`src/rtl/vga_receiver.sv`:
```
// VGA pixel capture front end: sync edge timing, frame lock FSM, and
// a small FIFO that hands pixels to a valid/ready stream sink.
module vga_receiver #(
    parameter int unsigned H_START    = 48,
    parameter int unsigned H_ACTIVE   = 640,
    parameter int unsigned V_START    = 33,
    parameter int unsigned V_ACTIVE   = 480,
    parameter bit          SYNC_POL   = 1'b0,
    parameter int unsigned FIFO_DEPTH = 16
) (
    input  logic        io_clock,
    input  logic        io_reset,
    input  logic        io_enable,
    input  logic [2:0]  io_vga_pixels_r,
    input  logic [2:0]  io_vga_pixels_g,
    input  logic [1:0]  io_vga_pixels_b,
    input  logic        io_vga_hSync,
    input  logic        io_vga_vSync,
    output logic        io_pixel_valid,
    input  logic        io_pixel_ready,
    output logic [9:0]  io_pixel_payload,
    output logic        io_locked,
    output logic [11:0] io_lineLength,
    output logic [10:0] io_frameLines,
    output logic        io_overflow,
    input  logic        io_clearStatus
);

    localparam int unsigned AW = $clog2(FIFO_DEPTH);
    localparam logic [11:0] H_MAX  = 12'hFFF;
    localparam logic [10:0] V_MAX  = 11'h7FF;
    localparam logic [11:0] H_LO   = 12'(H_START);
    localparam logic [11:0] H_HI   = 12'(H_START + H_ACTIVE);
    localparam logic [11:0] H_LAST = 12'(H_START + H_ACTIVE - 1);
    localparam logic [10:0] V_LO   = 11'(V_START);
    localparam logic [10:0] V_HI   = 11'(V_START + V_ACTIVE);

    typedef enum logic [1:0] {
        IDLE,
        WAIT_VSYNC,
        CAPTURE
    } state_t;

    logic [7:0]  pix_q;
    logic        hs_q, vs_q, hs_prev_q, vs_prev_q;
    logic        h_edge, v_edge;
    logic [11:0] hcnt_q, hcnt_d;
    logic [10:0] vcnt_q, vcnt_d;
    logic [11:0] line_len_q, line_len_d;
    logic [10:0] frame_lines_q, frame_lines_d;
    state_t      state_q, state_d;
    logic        locked;
    logic        h_act, v_act;
    logic        wr_vld_q, wr_vld_d;
    logic [9:0]  wr_dat_q, wr_dat_d;
    logic [9:0]  mem_q [FIFO_DEPTH];
    logic [AW:0] wr_ptr_q, wr_ptr_d;
    logic [AW:0] rd_ptr_q, rd_ptr_d;
    logic        empty, full, push, pop, drop, flush;
    logic        ovf_q, ovf_d;

    always_ff @(posedge io_clock or negedge io_reset) begin
        if (!io_reset) begin
            pix_q     <= '0;
            hs_q      <= ~SYNC_POL;
            vs_q      <= ~SYNC_POL;
            hs_prev_q <= ~SYNC_POL;
            vs_prev_q <= ~SYNC_POL;
        end else begin
            pix_q     <= {io_vga_pixels_r, io_vga_pixels_g, io_vga_pixels_b};
            hs_q      <= io_vga_hSync;
            vs_q      <= io_vga_vSync;
            hs_prev_q <= hs_q;
            vs_prev_q <= vs_q;
        end
    end

    assign h_edge = (hs_q == SYNC_POL) && (hs_prev_q != SYNC_POL);
    assign v_edge = (vs_q == SYNC_POL) && (vs_prev_q != SYNC_POL);

    always_comb begin
        hcnt_d        = hcnt_q;
        vcnt_d        = vcnt_q;
        line_len_d    = line_len_q;
        frame_lines_d = frame_lines_q;
        if (h_edge) begin
            hcnt_d     = '0;
            line_len_d = (hcnt_q == H_MAX) ? H_MAX : hcnt_q + 12'd1;
        end else if (hcnt_q != H_MAX) begin
            hcnt_d = hcnt_q + 12'd1;
        end
        // a frame edge wins over the coincident line edge
        if (v_edge) begin
            vcnt_d        = '0;
            frame_lines_d = (vcnt_q == V_MAX) ? V_MAX : vcnt_q + 11'd1;
        end else if (h_edge && vcnt_q != V_MAX) begin
            vcnt_d = vcnt_q + 11'd1;
        end
    end

    always_ff @(posedge io_clock or negedge io_reset) begin
        if (!io_reset) begin
            hcnt_q        <= '0;
            vcnt_q        <= '0;
            line_len_q    <= '0;
            frame_lines_q <= '0;
        end else begin
            hcnt_q        <= hcnt_d;
            vcnt_q        <= vcnt_d;
            line_len_q    <= line_len_d;
            frame_lines_q <= frame_lines_d;
        end
    end

    always_ff @(posedge io_clock or negedge io_reset) begin
        if (!io_reset) state_q <= IDLE;
        else           state_q <= state_d;
    end

    always_comb begin
        state_d = state_q;
        if (!io_enable) begin
            state_d = IDLE;
        end else begin
            unique case (state_q)
                IDLE:       state_d = WAIT_VSYNC;
                WAIT_VSYNC: if (v_edge) state_d = CAPTURE;
                CAPTURE:    state_d = CAPTURE;
                default:    state_d = IDLE;
            endcase
        end
    end

    always_comb begin
        locked = 1'b0;
        unique case (state_q)
            CAPTURE: locked = 1'b1;
            default: locked = 1'b0;
        endcase
    end

    assign h_act = (hcnt_q >= H_LO) && (hcnt_q < H_HI);
    assign v_act = (vcnt_q >= V_LO) && (vcnt_q < V_HI);

    always_comb begin
        wr_vld_d = io_enable && locked && h_act && v_act;
        wr_dat_d = {(hcnt_q == H_LO) && (vcnt_q == V_LO),
                    hcnt_q == H_LAST,
                    pix_q};
    end

    assign flush = !io_enable;
    assign empty = (wr_ptr_q == rd_ptr_q);
    assign full  = (wr_ptr_q[AW] != rd_ptr_q[AW]) &&
                   (wr_ptr_q[AW-1:0] == rd_ptr_q[AW-1:0]);
    assign pop   = !empty && io_pixel_ready;
    // a read frees the slot the write lands in, so full+read still accepts
    assign push  = wr_vld_q && (!full || pop);
    assign drop  = wr_vld_q && full && !pop && !flush;

    always_comb begin
        wr_ptr_d = wr_ptr_q;
        rd_ptr_d = rd_ptr_q;
        if (flush) begin
            wr_ptr_d = '0;
            rd_ptr_d = '0;
        end else begin
            if (push) wr_ptr_d = wr_ptr_q + 1'b1;
            if (pop)  rd_ptr_d = rd_ptr_q + 1'b1;
        end
        ovf_d = (ovf_q && !io_clearStatus) || drop;
    end

    always_ff @(posedge io_clock or negedge io_reset) begin
        if (!io_reset) begin
            wr_vld_q <= 1'b0;
            wr_dat_q <= '0;
            wr_ptr_q <= '0;
            rd_ptr_q <= '0;
            ovf_q    <= 1'b0;
        end else begin
            wr_vld_q <= wr_vld_d && !flush;
            wr_dat_q <= wr_dat_d;
            wr_ptr_q <= wr_ptr_d;
            rd_ptr_q <= rd_ptr_d;
            ovf_q    <= ovf_d;
        end
    end

    always_ff @(posedge io_clock) begin
        if (push) mem_q[wr_ptr_q[AW-1:0]] <= wr_dat_q;
    end

    assign io_pixel_valid   = !empty;
    assign io_pixel_payload = empty ? '0 : mem_q[rd_ptr_q[AW-1:0]];
    assign io_locked        = locked;
    assign io_lineLength    = line_len_q;
    assign io_frameLines    = frame_lines_q;
    assign io_overflow      = ovf_q;

endmodule

```
`config.mk`:
```
export PLATFORM = sky130hd
export DESIGN_NAME = vga_receiver
export DESIGN_NICKNAME = d
export VERILOG_FILES = /design/src/rtl/vga_receiver.sv
export SDC_FILE = /design/constraint.sdc
export NUM_CORES = 1
export LEC_CHECK = 0
export BUFFER_PORTS_ARGS = -buffer_cell sky130_fd_sc_hd__buf_4
export CAP_MARGIN = 10
export CORE_ASPECT_RATIO = 1.2
export CORE_UTILIZATION = 35
export CTS_CLUSTER_SIZE = 30
export DETAILED_ROUTE_END_ITERATION = 8
export HOLD_SLACK_MARGIN = 0.02
export MAX_ROUTING_LAYER = met4
export SKIP_LAST_GASP = 1
export SLEW_MARGIN = 20
export SYNTH_ARGS = -nofsm -noshare
export SYNTH_HDL_FRONTEND = slang
export SYNTH_SLANG_ARGS = --single-unit
```
`constraint.sdc`:
```
create_clock -name io_clock -period 3.1 [get_ports io_clock]
set_input_delay 0.155 -clock io_clock [delete_from_list [all_inputs] [get_ports io_clock]]
set_output_delay 0.155 -clock io_clock [all_outputs]
set_load 0.02 [all_outputs]
```
==> results.cfg <==
[outcome]
status = finished clean

[global_route]
grt.overflow.total = 0
grt_max_degree = 71
antenna_found_initial = 0
grt_pass1_wl_mm = 33.3
grt_use_total_pct = 15.3
grt_pass1_vias = 5680

[worst_setup_path]
r2r_start = rd_ptr_q[4]
start_kind = flop
crit_fanout = 12
r2r_slack_ns = 0.68
worst_ep_arrival_time_ns = 2.66
r2r_cells = 5
slowest_delay_ns = 0.50
cp_slowest_cell = and2_1
crit_chain = xor2_1 -> nor4_2 -> buf_4 -> and2_1 -> a21oi_1 -> buf_4
r2r_end = mem_q[3][5]
crit_required_ns = 2.94
critPathCaptureType = output pin
path_common_cell = buf_4
crit_type = reg -> out

[synthesis]
ys_top_cells_by_count = edfxtp_1, dfrtp_1, nand2_1
ys_seq_area_share_pct = 68.4
synth_top_area_share_pct = 47.9
async_flop_share_pct = 33.9
yosysWarningCount = 0
synth.area.top_cells = edfxtp_1, dfrtp_1, mux4_2
postSynthAreaPerCell_um2 = 15.3
syn-num-nets = 682
synth_edf_count = 160
yosysTopAreaCell = edfxtp_1
synth_top_flop_cell = edfxtp_1
synth_seq_cells = 242
synth.distinct_cells = 52
synth.most_common_cell = edfxtp_1
syn-cell-area_um2 = 10000
postSynthCellCount = 655

[sta]
slew_headroom_pct = 29.0
finalMaxSlewViolations = 0
tightest_slew_ns = 1.06
finalSetupTns_ns = 0
hold_violations = 0
max_freq_mhz = 355
skew_ns = 0.0129
setup_violations = 0
fin_crit_ns = 2.82
rsz0062_at_grt = no
min_period_over_period_pct = 90.8

[place]
post_dp_cell_area_um2 = 10800
placedCellCount = 1054
io_buffers = 50
gp_congestion = 0.781
dpl.hpwl_mm = 13.5

[clocking]
cts_tree = yes
h-tree-depth = 1
clk_latency_ns = 0.52
clk_pin_slew_ns = 0.07
postCtsHoldBufs = 14
cts_max_path_buffers = 3
cts-root-buf = clkbuf_16
cts_setup_buffers = 0
cts_buffers = 24
cts_resized = 0
cts.sinks = 242

[floorplanning]
rows = 67
core_um2 = 28100
io_pins = 51
start_util_pct = 35.7
die_h_um = 187
dieArea_um2 = 29300
die_x_um = 157

[cells_and_area]
regArea_um2 = 6860
layout-drive-gt1-share_pct = 21.0
fin_nets = 742
stdcell_area_um2 = 11700
n_antenna_cell = 0
fillers = 2530
area_delta_synth_final_pct = 17.1
multi_input_area_um2 = 2920
instances_no_fill = 1112

[pwr]
p_leak_nw = 4.32
p_int_mw = 5.50
combPwrFrac_pct = 5.4
swShare_pct = 21.7
ir_drop_uv = 396
p_seq_share_pct = 51.6
power.density_nw_per_um2 = 599
total_power_mw = 7.03
p_clk_share_pct = 43.0
p_switching_mw = 1.53

[route]
drtPass1Iterations = 7
wl_per_cell_um = 18.9
vias = 5680
via_per_inst = 5.11
drt-initial-drc-count = 460
routed_wl_mm = 21.0
antenna_left = 0
drcViolationCount = 0

[hold_path]
whs_path_depth = 2
hp-start = io_vga_pixels_r[0]
hold_class = in -> reg
hold_path_end = pix_q[5]

[job]
maxCapViolCount = 0
worst max-delay path: cells and delay by family, from the launching register on:
family,cells,cell delay (ns)
AOI/OAI and AO/OA,1,0.10
xor gates and xnor gates,1,0.20
DFF,1,0.46
and+or+nand+nor,2,0.96
buffers and inverters,2,0.42
layer usage:
metal / share of wire [%] / up-vias / global-route usage [%]
met2: 50 / 131 / 25.2
li1: - / 2643 / -
met5: 0 / - / -
met3: 4.2 / 35 / 1.97
met1: 43 / 2871 / 19.6
met4: 2.1 / 0 / 4.68
sequential cells by signal (all words and copies together) (netlist names), 2 cells and up:
| name | count |
|---|---|
| rd_ptr_q | 5 |
| io_frameLines | 11 |
| io_lineLength | 12 |
| vcnt_q | 11 |
| wr_dat_q | 10 |
| pix_q | 8 |
| mem_q | 160 |
| state_q | 2 |
| hcnt_q | 12 |
| wr_ptr_q | 5 |
per-stage QoR:
stage / hold WS [ns] / setup slack, ns / utilization [%]
floorplan: -0.141 / 1.03 / -
CTS: 0.261 / 0.224 / 41.8
detailed placement: 0.264 / 0.755 / 38.4
global route: 0.269 / 0.132 / 41.8
finish: 0.279 / 0.284 / 41.8
global placement: 0.265 / 0.807 / 38.4
cells by family (layout without fill, tap and decap cells):
family,count (synthesis),count (layout),share of synthesized area [%]
mux,52,52,10.2
buf+inv,52,130,2.43
compound gates,105,105,6.47
simple gates,176,176,9.61
fa+ha+maj,12,12,1.50
flops,242,242,68.4
xor+xnor,16,16,1.40
power groups by stage:
stage	clock [mW]	sequential [mW]	combinational [mW]
floorplan	0	3.71	0.175
global placement	0	3.69	0.362
detailed placement	0	3.69	0.367
CTS	3.10	3.63	0.384
global route	3.23	3.64	0.420
finish	3.03	3.63	0.377
cell type report:
class / count / area share, %
flip-flops and latches: 242 / 58.4
repair buffers: 74 / 5.13
clock buffers: 28 / 5.41
well taps: 379 / 4.04
multi-input cells: 361 / 24.9
inverters: 12 / 0.384
clock inverters: 16 / 1.69
layout by cell type, fill, tap and decap left out, drive strengths merged, types with 5 or more instances in the layout:
cell type / instances
nor4: 8
nor2: 31
nor2b: 7
edfxtp: 160
dlygate4sd3: 14
a22oi: 20
a31oi: 6
o21ai: 19
nor3: 6
nand2b: 6
xor2: 10
ha: 12
dfrtp: 78
or4: 8
inv: 14
nand3: 14
o31ai: 6
a21oi: 40
or3: 10
buf: 60
nand2: 44
nand4: 11
and2: 5
mux4: 40
mux2i: 12
and3: 17
clkinv: 9
xnor2: 6
clkbuf: 28
worst max-delay path by stage:
stage	slack, ns	start	end
floorplan	1.03	rd_ptr_q[4]	mem_q[3][0]
global placement	0.81	rd_ptr_q[4]	mem_q[3][5]
detailed placement	0.75	rd_ptr_q[4]	mem_q[4][1]
CTS	0.22	wr_ptr_q[1]	io_pixel_payload[5]
global route	0.13	rd_ptr_q[2]	io_pixel_payload[0]
finish	0.28	wr_ptr_q[1]	io_pixel_payload[5]
Note: power is estimated with default switching activity, not from simulation.
